**config.mk**
```make
export PLATFORM = sky130hd
export DESIGN_NAME = drum_result_decoder_flat
export DESIGN_NICKNAME = d
export VERILOG_FILES = /design/src/rtl/drum_pkg.sv /design/src/rtl/drum_result_decoder_if.sv /design/src/rtl/drum_onehot_decoder.sv /design/src/rtl/drum_result_decoder.sv /design/src/flat_wrapper.sv
export SDC_FILE = /design/constraint.sdc
export NUM_CORES = 1
export LEC_CHECK = 0
export BUFFER_PORTS_ARGS = -buffer_cell sky130_fd_sc_hd__buf_2
export CELL_PAD_IN_SITES_DETAIL_PLACEMENT = 2
export CELL_PAD_IN_SITES_GLOBAL_PLACEMENT = 2
export CORE_MARGIN = 8
export CORE_UTILIZATION = 35
export CTS_CLUSTER_SIZE = 25
export DETAILED_ROUTE_END_ITERATION = 6
export PLACE_DENSITY_LB_ADDON = 0.1
export SLEW_MARGIN = 40
export SYNTH_ARGS = -nofsm -noshare
export SYNTH_HDL_FRONTEND = slang
export SYNTH_SLANG_ARGS = --single-unit
```
**constraint.sdc**
```tcl
create_clock -name clk -period 2.2 [get_ports clk]
set_input_delay 0.44 -clock clk [delete_from_list [all_inputs] [get_ports clk]]
set_output_delay 0.44 -clock clk [all_outputs]
set_load 0.1 [all_outputs]
```
**src/rtl/drum_pkg.sv**
```systemverilog
// drum_pkg: shared constants, S1 payload type and the index-to-shift helper
// used by the DRUM approximate multiplier back end.
package drum_pkg;

  localparam int DRUM_IDX_W   = 4;   // leading-one index width
  localparam int DRUM_OUT_W   = 32;  // full-scale result width (2*16)
  localparam int DRUM_SHIFT_W = 5;   // combined shift amount width

  // Payload carried from S1 to S2. The product is already zero-extended to
  // full width so S2 only has to shift.
  typedef struct packed {
    logic [DRUM_OUT_W-1:0]   prod;
    logic [DRUM_SHIFT_W-1:0] shift;
    logic                    zero;
  } drum_s1_t;

  // Shift contributed by one operand: how far its leading one sat above the
  // kept K-bit window. An index below K-1 with trunc set wraps modulo 32.
  function automatic logic [DRUM_SHIFT_W-1:0] drum_shift(
    input logic [DRUM_IDX_W-1:0] idx,
    input logic                  trunc,
    input int                    k
  );
    logic [DRUM_SHIFT_W-1:0] amt;
    amt = {1'b0, idx} - DRUM_SHIFT_W'(k - 1);
    return trunc ? amt : '0;
  endfunction

endpackage

```
**src/rtl/drum_result_decoder_if.sv**
```systemverilog
// drum_result_decoder_if: valid/ready input channel (product + indices) and
// valid/ready output channel (restored result).
//   master : upstream/downstream side (drives in_*, out_ready)
//   slave  : the decoder (drives in_ready, out_valid, out_result)
interface drum_result_decoder_if
  import drum_pkg::*;
#(
  parameter int K     = 6,
  parameter int OUT_W = DRUM_OUT_W
);

  logic                  in_valid;
  logic                  in_ready;
  logic [2*K-1:0]        in_prod;
  logic [DRUM_IDX_W-1:0] in_lza;
  logic [DRUM_IDX_W-1:0] in_lzb;
  logic                  in_trunc_a;
  logic                  in_trunc_b;
  logic                  in_zero;
  logic                  out_valid;
  logic                  out_ready;
  logic [OUT_W-1:0]      out_result;

  modport master (
    output in_valid, in_prod, in_lza, in_lzb, in_trunc_a, in_trunc_b, in_zero,
    output out_ready,
    input  in_ready, out_valid, out_result
  );

  modport slave (
    input  in_valid, in_prod, in_lza, in_lzb, in_trunc_a, in_trunc_b, in_zero,
    input  out_ready,
    output in_ready, out_valid, out_result
  );

endinterface

```
**src/rtl/drum_onehot_decoder.sv**
```systemverilog
// drum_onehot_decoder: N-bit binary index to 2^N one-hot vector; the inverse
// of the leading-one encoder.
//   idx    : binary index
//   onehot : bit idx set, all others clear
module drum_onehot_decoder #(
  parameter int N = 5
) (
  input  logic [N-1:0]      idx,
  output logic [2**N-1:0]   onehot
);

  always_comb begin
    onehot      = '0;
    onehot[idx] = 1'b1;
  end

endmodule

```
**src/rtl/drum_result_decoder.sv**
```systemverilog
// drum_result_decoder: DRUM multiplier back end. Turns the truncated KxK
// mantissa product and the two leading-one indices back into a full-scale
// 32-bit result through a two-stage valid/ready pipeline.
//   clk, rst : rising-edge clock, asynchronous active-high reset
//   bus      : slave side of drum_result_decoder_if (in_* channel, out_* channel)
module drum_result_decoder
  import drum_pkg::*;
#(
  parameter int K     = 6,
  parameter int OUT_W = DRUM_OUT_W
) (
  input  logic                  clk,
  input  logic                  rst,
  drum_result_decoder_if.slave  bus
);

  localparam int NSHIFT = 2**DRUM_SHIFT_W;

  drum_s1_t          s1_d;
  drum_s1_t          s1_q;
  logic              s1_valid;
  logic              s2_valid;
  logic [OUT_W-1:0]  s2_result;
  logic              s2_adv;
  logic              accept;
  logic [NSHIFT-1:0] shift_oh;
  logic [OUT_W-1:0]  shifted;
  logic [OUT_W-1:0]  result;

  // S2 can take a new value when it is empty or its value leaves this cycle.
  assign s2_adv       = !s2_valid || bus.out_ready;
  assign bus.in_ready = !s1_valid || s2_adv;
  assign accept       = bus.in_valid && bus.in_ready;

  always_comb begin
    s1_d       = '0;
    s1_d.prod  = DRUM_OUT_W'(bus.in_prod);
    s1_d.shift = drum_shift(bus.in_lza, bus.in_trunc_a, K)
               + drum_shift(bus.in_lzb, bus.in_trunc_b, K);
    s1_d.zero  = bus.in_zero;
  end

  always_ff @(posedge clk or posedge rst) begin
    if (rst) begin
      s1_valid <= 1'b0;
      s1_q     <= '0;
    end else if (accept) begin
      s1_valid <= 1'b1;
      s1_q     <= s1_d;
    end else if (s2_adv) begin
      s1_valid <= 1'b0;
    end
  end

  drum_onehot_decoder #(.N(DRUM_SHIFT_W)) u_shift_dec (
    .idx    (s1_q.shift),
    .onehot (shift_oh)
  );

  // Barrel shift as an AND-OR over the one-hot select: exactly one term
  // survives the mask.
  always_comb begin
    shifted = '0;
    for (int i = 0; i < NSHIFT; i++) begin
      shifted |= {OUT_W{shift_oh[i]}} & (OUT_W'(s1_q.prod) << i);
    end
    result = s1_q.zero ? '0 : shifted;
  end

  always_ff @(posedge clk or posedge rst) begin
    if (rst) begin
      s2_valid  <= 1'b0;
      s2_result <= '0;
    end else if (s2_adv) begin
      s2_valid <= s1_valid;
      if (s1_valid) begin
        s2_result <= result;
      end
    end
  end

  assign bus.out_valid  = s2_valid;
  assign bus.out_result = s2_result;

endmodule
```
**src/flat_wrapper.sv**
```systemverilog
// flat-port wrapper written by rule: the top's interface ports become plain ports
module drum_result_decoder_flat import drum_pkg::*;
#(
  parameter int K     = 6,
  parameter int OUT_W = DRUM_OUT_W
)
  (clk, rst, bus_in_valid, bus_in_prod, bus_in_lza, bus_in_lzb, bus_in_trunc_a, bus_in_trunc_b, bus_in_zero, bus_out_ready, bus_in_ready, bus_out_valid, bus_out_result);
  drum_result_decoder_if #(.K(K), .OUT_W(OUT_W)) bus_i ();
  input  logic clk;
  input  logic rst;
  input wire logic [$bits(bus_i.in_valid)-1:0] bus_in_valid;
  input wire logic [$bits(bus_i.in_prod)-1:0] bus_in_prod;
  input wire logic [$bits(bus_i.in_lza)-1:0] bus_in_lza;
  input wire logic [$bits(bus_i.in_lzb)-1:0] bus_in_lzb;
  input wire logic [$bits(bus_i.in_trunc_a)-1:0] bus_in_trunc_a;
  input wire logic [$bits(bus_i.in_trunc_b)-1:0] bus_in_trunc_b;
  input wire logic [$bits(bus_i.in_zero)-1:0] bus_in_zero;
  input wire logic [$bits(bus_i.out_ready)-1:0] bus_out_ready;
  output wire logic [$bits(bus_i.in_ready)-1:0] bus_in_ready;
  output wire logic [$bits(bus_i.out_valid)-1:0] bus_out_valid;
  output wire logic [$bits(bus_i.out_result)-1:0] bus_out_result;
  assign bus_i.in_valid = bus_in_valid;
  assign bus_i.in_prod = bus_in_prod;
  assign bus_i.in_lza = bus_in_lza;
  assign bus_i.in_lzb = bus_in_lzb;
  assign bus_i.in_trunc_a = bus_in_trunc_a;
  assign bus_i.in_trunc_b = bus_in_trunc_b;
  assign bus_i.in_zero = bus_in_zero;
  assign bus_i.out_ready = bus_out_ready;
  assign bus_in_ready = bus_i.in_ready;
  assign bus_out_valid = bus_i.out_valid;
  assign bus_out_result = bus_i.out_result;
  drum_result_decoder #(.K(K), .OUT_W(OUT_W)) u_core (.clk(clk), .rst(rst), .bus(bus_i));
endmodule
```
==> metrics.md, run 1 <==
| Metric | Value |
|---|---|
| Outcome | finished, final reports clean |
| Max-slew violation count | 0 |
| CORE AREA | 12400 um^2 |
| Die height | 128 um |
| Compound-Gate Fraction of Synth Area | 28.5% |
| Diode count | 0 |
| GR Util met1 | 32.8% |
| Flop-to-flop setup slack | 0.12 ns |
| Post-DP HPWL | 17100 um |
| Clk_skew | 0.00547 ns |
| Clock root cell | clkbuf_16 |
| Simple logic cell fraction of the synthesized area | 23.0% |
| Routability congestion estimate | 0.927 |
| Period Utilization, post-route | 94.8% |
| Synth-to-layout area growth | 29.6% |
| Max Freq | 480 MHz |
| Vias in the first global route | 5598 |
| Die area | 16300 um^2 |
| Cell Area, Synth | 4370 um^2 |
| Die X | 128 um |
| Buffers on Ports | 60 |
| Power Dens Cells | 1030 nW/um^2 |
| # DRC | 0 |
| Normalized max-slew margin | 58.0% |
| GR Layer Usage met2 | 46.1% |
| Ys Warns | 0 |
| CP max FO | 11 |
| Minimum clock period | 2.08 ns |
| CP endpoint kind | flop |
| Post-synth ARST share | 100% |
| Placed Cells | 815 |
| HP Class | in -> async |
| Num ports | 61 |
| Core Rows | 41 |
| Initial Util | 35.2% |
| Net Count, Synth | 572 |
| Met3 Track Usage GR | 5.12% |
| H-tree level count | 2 |
| Initial DRC count | 430 |
| Fraction of layout cells with a size suffix above 1 | 31.3% |
| Worst EP required | 2.37 ns |
| Seq cells post-synth | 52 |
| Initial antenna violation count | 0 |
| Multiplexer share of the synthesized area | 8.30% |
| Post-route ant nets | 0 |
| Final wirelength | 21700 um |
| PnR worst setup slack | 0.115 ns |
| Post-synth top flop | dfrtp_1 |
| Final worst hold slack | 0.198 ns |
| CP arrival | 2.26 ns |
| Final design utilization | 45.7% |
| Synth Area per Inst | 8.13 um^2 |
| RR Startpoint | u_core.s1_q[4] |
| CTS tree | built |
| Endpoints failing setup | 0 |
| Largest buffer count on any clock path | 2 |
| Final net count | 684 |
| Worst-margin pin slew | 0.629 ns |
| Gr usage total | 27.1% |
| Netlist cell types | 62 |
| Reg2reg end | u_core.bus.out_result[30] |
| First-pass detailed-route iteration total | 5 |
| Number of max-cap violations | 0 |
| Finished Layout Cells | 823 |
| Vias per cell | 6.12 |
| Leak | 2.44 nW |
| Clk slew on worst S/H paths | 0.08 ns |
| Cell count after synthesis | 538 |
| Critical Path Start Type | flop |
| Worst R2R Path Depth | 6 |
| Unrepaired setup endpoints after global routing | no |
| Largest net degree at the start of global routing | 30 |
| Kind of critical path | reg -> reg |
| Largest family of logic cells by synthesized area | compound AO/OA/AOI/OAI gates |
| EDFF count, synth | 0 |
| TritonCTS buffer count | 5 |
| Sequential fraction of the synthesis area | 29.7% |
| GR peak layer | met2 |
| Hold Vio Cnt, Final | 0 |
| Vias | 5038 |
| Grt ovf | 0 |
| Worst skew pair latency | 0.32 ns |
| Wire length per cell | 26.4 um |
| VDD IR max | 0.000387 V |
| # hold bufs at CTS | 0 |
| Num Clock Sinks | 52 |
| Adder-cell share of the synthesized area | 2.17% |
| XOR/XNOR share of the synthesized area | 1.20% |
| Worst slack, placed | -0.130 ns |
| Wire length of the first global-routing pass | 33900 um |
layout make-up:
class | instances | area, um^2
sequential | 52 | 1310
clock inverter | 3 | 25.0
timing repair buffer | 160 | 1150
fill | 1429 | 6750
multi-input combinational | 423 | 2820
inverter | 8 | 30.0
clock buffer | 5 | 125
tap | 172 | 215
worst max path at each step:
| stage | end | cells after the start | start |
|---|---|---|---|
| 3_5_place_dp | u_core.s1_q[5] | 10 | bus_in_lzb[0] |
| 3_3_place_gp | u_core.bus.out_result[13] | 8 | u_core.s1_q[1] |
| 5_1_grt | u_core.bus.out_result[13] | 7 | u_core.s1_q[2] |
| 4_1_cts | u_core.bus.out_result[13] | 8 | u_core.s1_q[1] |
| 2_1_floorplan | u_core.s1_q[0] | 4 | u_core.bus.out_valid |
| 6_report | u_core.bus.out_result[30] | 6 | u_core.s1_q[4] |
critical path, cell delays in order (launching register included):
cell and delay, ns:
dfrtp_1 0.48, buf_4 0.23, nand2b_1 0.21, nand2b_1 0.28, o32ai_1 0.12, nor4_1 0.49, a21oi_1 0.14
repair_timing:
| action | 4_1_cts | 5_1_grt |
|---|---|---|
| buffers inserted | 0 | 0 |
| setup endpoints to repair | 1 | 1 |
| pin swaps | 0 | 1 |
| gates resized for setup | 1 | 5 |
state kept, by name (all words and copies together) (netlist names):
| signal | cells |
|---|---|
| u_core.bus.out_valid | 1 |
| u_core.s1_q | 18 |
| u_core.bus.out_result | 32 |
| u_core.s1_valid | 1 |
cells in the final DEF, fill, tap and decap left out, types with 3 or more instances in the layout:
| cell | n |
|---|---|
| dfrtp_2 | 3 |
| ha_1 | 6 |
| nand4b_1 | 3 |
| o31ai_1 | 4 |
| a32o_1 | 3 |
| buf_4 | 92 |
| nor2b_1 | 15 |
| inv_1 | 6 |
| o32a_1 | 3 |
| nand4bb_1 | 3 |
| mux2_4 | 8 |
| dfrtp_1 | 49 |
| o221ai_1 | 13 |
| nand2b_1 | 20 |
| and2_1 | 3 |
| a31oi_1 | 4 |
| nor3_1 | 13 |
| nor4_1 | 11 |
| a21oi_1 | 16 |
| mux2_2 | 12 |
| xor2_1 | 3 |
| nand2_1 | 63 |
| buf_2 | 60 |
| or2_2 | 3 |
| o22a_1 | 10 |
| and3_1 | 5 |
| o21ai_0 | 35 |
| nor3b_1 | 5 |
| o22ai_1 | 66 |
| clkbuf_16 | 5 |
| xnor2_1 | 3 |
| nor2_1 | 21 |
| a22oi_1 | 4 |
| mux2i_1 | 11 |
| a21o_1 | 3 |
| a211oi_1 | 3 |
| o32ai_1 | 9 |
| buf_12 | 8 |
| nand3_1 | 12 |
metal layers:
layer	vias up	routed length, um
li1	2274	-
met1	2543	9160
met2	175	10600
met3	46	1240
met4	0	745
met5	-	0
per-stage QoR:
step                      setup TNS [ns]  area (um^2)  power (mW)
after floorplan                    -5.29         4420        3.61
after global placement           -0.0420         5490        4.87
after detailed placement          -0.287         5490        4.94
after CTS                              0         5650        5.82
after global routing                   0         5670        6.10
final                                  0         5670        5.86
power breakdown:
part	leakage (nW)	total, mW	switching, mW	internal, mW
Clock	0.0708	0.855	0.423	0.432
Sequential	0.669	1.32	0.186	1.14
Combinational	1.70	3.68	2.52	1.16
Total	2.44	5.86	3.13	2.73
cell families (layout without fill, tap and decap cells):
logic type | Yosys count | after routing
AND/OR/NAND/NOR | 191 | 191
AO/OA/AOI/OAI | 186 | 186
buffers and inverters | 63 | 176
flip-flops | 52 | 52
multiplexers | 33 | 33
adder cells (fa/ha/maj) | 7 | 7
XOR/XNOR | 6 | 6
Yosys cell counts (all sizes together), types with 14 or more instances:
cell type / n / area share, %
buf: 24 / 3.7
nor2b: 15 / 2.1
nand2: 65 / 5.6
o21ai: 37 / 4.2
dfrtp: 52 / 30
mux2: 20 / 5.2
o221ai: 14 / 2.8
a21oi: 16 / 1.8
o22ai: 66 / 9.4
nor2: 22 / 1.9
clkbuf: 31 / 2.7
nand2b: 20 / 2.9
(Power assumes the default switching activity.)
==> inputs of run 2 (changes only) <==
--- a/config.mk
+++ b/config.mk
@@ -8,11 +8,13 @@
 export BUFFER_PORTS_ARGS = -buffer_cell sky130_fd_sc_hd__buf_2
 export CELL_PAD_IN_SITES_DETAIL_PLACEMENT = 2
 export CELL_PAD_IN_SITES_GLOBAL_PLACEMENT = 2
+export CORE_ASPECT_RATIO = 0.7
 export CORE_MARGIN = 8
 export CORE_UTILIZATION = 35
+export CTS_CLUSTER_DIAMETER = 150
 export CTS_CLUSTER_SIZE = 25
 export DETAILED_ROUTE_END_ITERATION = 6
-export PLACE_DENSITY_LB_ADDON = 0.1
+export PLACE_DENSITY = 0.8
 export SLEW_MARGIN = 40
 export SYNTH_ARGS = -nofsm -noshare
 export SYNTH_HDL_FRONTEND = slang
==> metrics.md, run 2 (synthesized netlist as in run 1, its figures left out) <==
| Metric | Value |
|---|---|
| Switching power | 3.21 mW (was 3.13 mW) |
| Die area | 16400 um^2 (was 16300 um^2) |
| Worst skew pair latency | 0.30 ns (was 0.32 ns) |
| Endpoints failing setup | 0 (unchanged) |
| WP buf/inv | 1 (unchanged) |
| Power Internal | 2.71 mW (was 2.73 mW) |
| Worst EP required | 2.41 ns (was 2.37 ns) |
| Vias per cell | 6.55 (was 6.12) |
| Initial DRC count | 529 (was 430) |
| # DRC | 0 (unchanged) |
| Hold Vio Cnt, Final | 0 (unchanged) |
| CTS tree | built (unchanged) |
| CP arrival | 2.37 ns (was 2.26 ns) |
| Crit path largest cell delay | 0.73 ns (was 0.49 ns) |
| Clk pwr share | 14.3% (was 14.6%) |
| Outcome | finished, final reports clean (unchanged) |
| Routability congestion estimate | 1.01 (was 0.927) |
| Largest buffer count on any clock path | 2 (unchanged) |
| Normalized max-slew margin | 60.7% (was 58.0%) |
| Worst slack, placed | -0.0921 ns (was -0.130 ns) |
| Clk slew on worst S/H paths | 0.08 ns (about the same) |
| Wire length of the first global-routing pass | 36100 um (was 33900 um) |
| Overall power | 5.92 mW (was 5.86 mW) |
| Synth-to-layout area growth | 27.8% (was 29.6%) |
| Crit path cell chain | buf_12 > or4b_1 > o22a_1 > o21ai_0 > nor4_1 > o21ai_0 (was buf_4 > nand2b_1 > nand2b_1 > o32ai_1 > nor4_1 > a21oi_1) |
| Largest register FFs | 32 (unchanged) |
| Largest net degree at the start of global routing | 45 (was 30) |
| Period Utilization, post-route | 98.2% (was 94.8%) |
| Vias | 5259 (was 5038) |
| Final worst hold slack | 0.162 ns (was 0.198 ns) |
| Most frequent cells in the layout | buf_4 (82), o22ai_1 (66), nand2_1 (62) (was buf_4 (92), o22ai_1 (66), nand2_1 (63)) |
| Final wirelength | 23800 um (was 21700 um) |
| Die height | 110 um (was 128 um) |
| Sw Share | 54.3% (was 53.5%) |
| Max-slew violation count | 0 (unchanged) |
| Diode count | 0 (unchanged) |
| H-tree level count | 2 (unchanged) |
| CP max-delay cell | or4b_1 (was nor4_1) |
| Fillers | 1427 (was 1429) |
| Worst-margin pin slew | 0.588 ns (was 0.629 ns) |
| Setup tns final | 0 ns (unchanged) |
| CP max FO | 26 (was 11) |
| HP Class | in -> async (unchanged) |
| Combinational share of power | 62.8% (was 62.9%) |
| Power Dens Cells | 1060 nW/um^2 (was 1030 nW/um^2) |
| Grt ovf | 0 (unchanged) |
| CORE AREA | 12300 um^2 (was 12400 um^2) |
| # hold bufs at CTS | 0 (unchanged) |
| TritonCTS buffer count | 5 (unchanged) |
| Fraction of layout cells with a size suffix above 1 | 30.6% (was 31.3%) |
| Num ports | 61 (unchanged) |
| Flop pwr share | 22.9% (was 22.6%) |
| Gr usage total | 29.1% (was 27.1%) |
| Post-route ant nets | 0 (unchanged) |
| Post-DP HPWL | 18100 um (was 17100 um) |
| Top delay family on crit path | simple AND/OR/NAND/NOR gates (unchanged) |
| Wire length per cell | 29.7 um (was 26.4 um) |
| Buffers on Ports | 60 (unchanged) |
| Initial Util | 35.6% (was 35.2%) |
| Initial antenna violation count | 0 (unchanged) |
| Unrepaired setup endpoints after global routing | no (unchanged) |
| Clk_skew | 0.00503 ns (was 0.00547 ns) |
| Critical Path Start Type | flop (unchanged) |
| Leak | 2.40 nW (was 2.44 nW) |
| Final net count | 674 (was 684) |
| Finished Layout Cells | 803 (was 823) |
| First-pass detailed-route iteration total | 5 (unchanged) |
| CP endpoint kind | flop (unchanged) |
| Number of max-cap violations | 0 (unchanged) |
| Kind of critical path | reg -> reg (unchanged) |
| Max Freq | 463 MHz (was 480 MHz) |
| Die X | 150 um (was 128 um) |
| Minimum clock period | 2.16 ns (was 2.08 ns) |
| Placed Cells | 795 (was 815) |
| Num Clock Sinks | 52 (unchanged) |
| Clock root cell | clkbuf_16 (unchanged) |
| PnR worst setup slack | 0.0391 ns (was 0.115 ns) |
| Core Rows | 34 (was 41) |
| Most common cell after layout, fill and taps aside | buf_4 (unchanged) |
| Vias in the first global route | 5590 (was 5598) |
| VDD IR max | 0.000387 V (about the same) |
| Crit path top cell by count | o21ai_0 (was nand2b_1) |
run 2: changes by cell type in the layout (fill, tap and decap cells not counted), moves of 2 or more:
| cell | before | now |
|---|---|---|
| nor2b_1 | 15 | 13 |
| inv_6 | 2 | 0 |
| buf_4 | 92 | 82 |
| nor2b_2 | 0 | 2 |
run 2: worst register-to-register path, delay by kind of cell, from the launching register on:
kind,cells,cell delay [ns]
and+or+nand+nor,2,0.84
AOI/OAI and AO/OA,3,0.64
DFF,1,0.41
buffers and inverters,1,0.17
run 2: worst paths after layout:
path,endpoint,slack (ns),startpoint,depth (start not counted)
hold / removal,u_core.bus.out_result[0],0.16,rst,2
min in group clk,u_core.s1_valid,0.37,bus_in_valid,2
setup / recovery,u_core.bus.out_result[22],0.04,u_core.s1_q[2],6
max in group asynchronous,u_core.s1_q[3],1.32,rst,3
hold reg to reg,u_core.bus.out_result[6],0.47,u_core.bus.out_result[6],2
setup reg to reg,u_core.bus.out_result[22],0.04,u_core.s1_q[2],6
run 2: cell type report:
cell class | count | area (um^2) | share of cell area, %
clock inverters | 1 | 7.51 | 0.134
multi-input cells | 423 | 2830 | 50.6
flip-flops and latches | 52 | 1310 | 23.3
inverters | 8 | 30.0 | 0.537
well taps | 162 | 203 | 3.62
repair buffers | 150 | 1080 | 19.2
clock buffers | 7 | 143 | 2.55
run 2: metrics by stage:
step	util (%)	cell area (um^2)
detailed placement	43.9	5400
floorplan	-	4420
global placement	43.9	5400
global route	45.5	5590
finish	45.5	5590
CTS	45.2	5560
run 2: layer usage:
metal / part of all wire (%) / routed length (um) / up-vias / track usage, %
li1: - / - / 2250 / -
met1: 44 / 10500 / 2659 / 40.4
met2: 44 / 10600 / 313 / 45.3
met3: 9.2 / 2200 / 37 / 5.80
met4: 2.1 / 505 / 0 / 7.68
met5: 0 / 0 / - / 0
run 2: power by group through the flow:
stage	Combinational [mW]	Clock (mW)	Sequential (mW)
floorplan	1.45	0	2.16
global placement	3.52	0	1.35
detailed placement	3.58	0	1.36
CTS	3.62	0.866	1.35
global route	3.84	0.886	1.38
finish	3.71	0.847	1.36
run 2: what timing repair did:
item	4_1_cts	5_1_grt
gates resized for setup	3	7
buffers inserted	0	0
pin swaps	0	1
endpoints found under the setup margin	1	10
